**src/rtl/seq_serializer.sv**
```systemverilog
// Parallel-to-serial front end for the sequence-detector chain. It takes
// WIDTH-bit words over valid/ready and emits one bit per enabled clock.
module seq_serializer #(
  parameter int WIDTH     = 8,
  parameter bit MSB_FIRST = 1'b1,
  parameter bit IDLE_BIT  = 1'b0
) (
  input  logic             clk,
  input  logic             reset,
  input  logic [WIDTH-1:0] in_data,
  input  logic             in_valid,
  output logic             in_ready,
  input  logic             bit_en,
  output logic             ser_bit,
  output logic             ser_valid,
  output logic             word_done,
  output logic             busy
);

  localparam int CW = $clog2(WIDTH + 1);
  localparam logic [CW-1:0] FULL_CNT = CW'(WIDTH);
  localparam logic [CW-1:0] ONE_CNT  = CW'(1);

  logic [WIDTH-1:0] sh_data;
  logic [WIDTH-1:0] sh_shifted;
  logic [WIDTH-1:0] hold_data;
  logic [CW-1:0]    sh_cnt;
  logic             hold_full;

  logic accept;
  logic advance;
  logic last;
  logic empty_slot;
  logic load_hold;
  logic load_bypass;
  logic head;

  assign ser_valid   = (sh_cnt != '0);
  assign head        = MSB_FIRST ? sh_data[WIDTH-1] : sh_data[0];
  assign ser_bit     = ser_valid ? head : IDLE_BIT;
  assign word_done   = ser_valid && (sh_cnt == ONE_CNT);
  assign busy        = ser_valid || hold_full;

  assign in_ready    = !reset && !hold_full;
  assign accept      = in_valid && in_ready;
  assign advance     = bit_en && ser_valid;
  assign last        = advance && (sh_cnt == ONE_CNT);
  assign empty_slot  = !ser_valid || last;
  assign load_hold   = empty_slot && hold_full;
  assign load_bypass = empty_slot && !hold_full && accept;

  // Remaining bits move one position toward the head bit.
  always_comb begin
    sh_shifted = sh_data;
    if (MSB_FIRST) begin
      sh_shifted = {sh_data[WIDTH-2:0], 1'b0};
    end else begin
      sh_shifted = {1'b0, sh_data[WIDTH-1:1]};
    end
  end

  // An empty shifter loads regardless of bit_en so back-to-back words stay gap-free.
  always_ff @(posedge clk) begin
    if (reset) begin
      sh_data   <= '0;
      sh_cnt    <= '0;
      hold_data <= '0;
      hold_full <= 1'b0;
    end else begin
      if (load_hold) begin
        sh_data <= hold_data;
        sh_cnt  <= FULL_CNT;
      end else if (load_bypass) begin
        sh_data <= in_data;
        sh_cnt  <= FULL_CNT;
      end else if (advance) begin
        sh_data <= sh_shifted;
        sh_cnt  <= sh_cnt - ONE_CNT;
      end

      if (load_hold) begin
        if (accept) begin
          hold_data <= in_data;
        end else begin
          hold_full <= 1'b0;
        end
      end else if (accept && !load_bypass) begin
        hold_data <= in_data;
        hold_full <= 1'b1;
      end
    end
  end

endmodule
```
**config.mk**
```make
export PLATFORM = sky130hd
export DESIGN_NAME = seq_serializer
export DESIGN_NICKNAME = d
export VERILOG_FILES = /design/src/rtl/seq_serializer.sv
export SDC_FILE = /design/constraint.sdc
export NUM_CORES = 1
export LEC_CHECK = 0
export ABC_AREA = 1
export CORE_MARGIN = 10
export CORE_UTILIZATION = 55
export CTS_BUF_LIST = sky130_fd_sc_hd__clkbuf_8
export DETAILED_ROUTE_END_ITERATION = 8
export DONT_BUFFER_PORTS = 1
export PLACE_DENSITY = 0.73
export RECOVER_POWER = 25
export SLEW_MARGIN = 5
export SYNTH_ARGS = -nofsm -noshare
export SYNTH_HDL_FRONTEND = slang
export SYNTH_SLANG_ARGS = --single-unit
```
**constraint.sdc**
```tcl
create_clock -name clk -period 1.57 [get_ports clk]
set_clock_uncertainty 0.15 [all_clocks]
set_input_delay 0.314 -clock clk [delete_from_list [all_inputs] [get_ports clk]]
set_output_delay 0.314 -clock clk [all_outputs]
set_load 0.01 [all_outputs]
```
==> results.toml <==
[die]
ios = 17
die_x_um = 67.3
start_util = 0.568
die-area_sq_um = 4530
rows = 17
die_y_um = 67.3
coreArea_sq_um = 2170

[worst_setup_path]
r2r_slack_ps = -120
worstPathArrival_ps = 1740
r2r_cells = 9
timing.rr.start = "sh_cnt[3]"
slowest_stage = "dfxtp_4"
worstPathMaxFanout = 7
critPathBufInv = 3
path_delay_family = "simple AND/OR/NAND/NOR gates"
crit_path_start_kind = "flop"
regToRegEndpoint = "sh_data[0]"
cp.required_ps = 1620
path_common_cell = "nand2_8"
crit_chain = "nor2_4 -> nand2_8 -> buf_12 -> nand2_8 -> buf_8 -> nand3_1 -> o21ai_2 -> inv_1 -> a21oi_1"
path_class = "reg -> reg"
cp_slowest_stage_delay_ps = 360
worstSetupEndpointType = "flop"

[global_route]
antenna_found_initial = 0
grt_pass1_wl_mm = 5.23
overflow = 0
grt_max_degree = 17
gr-usage-all-layers = 0.143
grt_pass1_vias = 1156

[synth]
syn-num-nets = 184
synth.top_cell.area_share = 0.341
synthTopCellsByArea = "dfxtp_1 (34%), nand3_1 (10%), nand2_1 (8.8%)"
synth-seq-area-share = 0.341
yosys.area.top_type = "dfxtp_1"
syn-mean-instance-area_sq_um = 7.25
synth_seq_cells = 21
synthesis.area_sq_um = 1230
yosys_warnings = 0
synth_cell_types = 25
netlist_instances = 170

[route]
route.antenna.remaining_nets = 0
finalWirelength_mm = 4.26
drt_iter0_drc = 125
drtPass1Iterations = 4
vias = 1340
drc_errors = 0
avgRoutedWirePerCell_um = 18.8
vias_per_cell = 5.93

[worst_hold_path]
hp-start = "in_data[6]"
hold_end = "hold_data[6]"
hold_class = "in -> reg"
worstHoldPathCells = 2

[clock_tree]
ctsLongestPathBuffers = 2
numCtsBuffers = 3
clock-sinks = 21
insertion_delay_ps = 270
cts_tree = "yes"
htreeDepth = 1
clk_pin_slew_worst_paths_ps = 80
clock-root-buffer = "clkbuf_8"

[timing]
maxSlewHeadroom = 0.651
tightest_slew_ps = 522
final_max_slew_viol_count = 0
setup_ws_ps = -116
setup_violations = 15
min_period_ps = 1690
fin_crit_sh = 1.07
max_freq_ghz = 0.593
rsz0062_at_grt = "true"
hold_viol_final = 0

[cells_and_area]
nets = 213
fin_cells = 226
mostFrequentLayoutCells = "inv_1 (24), nand2_1 (22), nand3_1 (18), dfxtp_1 (18), buf_4 (17)"
register_area_sq_um = 427
fillers = 121
diodes = 0
final_common_cell = "inv_1"
drive_gt1_frac = 0.455
multi_input_area_sq_um = 921
area_growth_pct = 46.5

[status]
status = "finished with violations"
violations = "setup timing"

[placed_design]
dp_hpwl_mm = 2.07
gp_congestion = 0.836
port_buffers = 0
dp_cells = 202

[run]
drv_cap = 0
## registers in the layout, summed over array words and instances (netlist names)
register / count
sh_cnt: 4
hold_full: 1
sh_data: 8
hold_data: 8
## logic make-up (layout without fill, tap and decap cells)
group,after synthesis,count (layout),share of synthesized area
fa+ha+maj,2,2,0.0203
compound gates,30,31,0.143
flops,21,21,0.341
simple gates,82,84,0.365
buf+inv,35,60,0.130
## how the worst max path moves through the flow
stage | start | slack [ps] | endpoint | depth (start not counted)
floorplan | sh_cnt[0] | 40 | sh_cnt[2] | 8
global placement | sh_cnt[0] | 40 | sh_data[7] | 9
detailed placement | sh_cnt[0] | -60 | sh_data[3] | 9
CTS | sh_cnt[0] | -50 | busy | 4
global route | sh_cnt[2] | -170 | sh_data[0] | 9
finish | sh_cnt[3] | -120 | sh_data[0] | 9
## cells in the mapped netlist (all sizes together)
library cell   n
nand2         35
clkbuf         1
or2            3
nand3         27
buf            5
nor2           9
ha             2
o21ai         11
a21oi         19
nand3b         7
clkinv         1
dfxtp         21
nor3b          1
inv           28
## per-layer routing
| metal | track usage | share of wire | vias up |
|---|---|---|---|
| met1 | 0.172 | 0.38 | 630 |
| li1 | - | - | 613 |
| met4 | 0.0487 | 0.035 | 0 |
| met2 | 0.248 | 0.51 | 79 |
| met5 | 0 | 0 | - |
| met3 | 0.0281 | 0.078 | 18 |
## what timing repair did
action,4_1_cts,5_1_grt
gates resized for setup,13,58
gates cloned,1,4
endpoints found under the hold margin,2,0
hold buffers,1,0
buffers inserted,3,12
pin swaps,3,13
setup endpoints to repair,12,23
## cell type report
type	count	share of cell area
multi-input cells	117	0.510
flip-flops and latches	21	0.236
inverters	29	0.0603
clock buffers	3	0.0229
well taps	28	0.0194
clock inverters	1	0.00277
repair buffers	27	0.148
## through the flow
step	setup WS (ps)	hold WS [ps]	setup TNS (ps)	instance area (sq um)	utilization
detailed placement	-62.4	239	-163	1310	0.602
global placement	37.2	235	0	1310	0.602
global route	-171	84.2	-1720	1810	0.832
CTS	-53.5	75.7	-146	1430	0.658
finish	-116	62.6	-812	1810	0.832
floorplan	40.1	233	0	1230	-
Power is left out: the tool's default activity adds up to more than one toggle a clock period on the data nets, which glitch-free logic cannot reach.
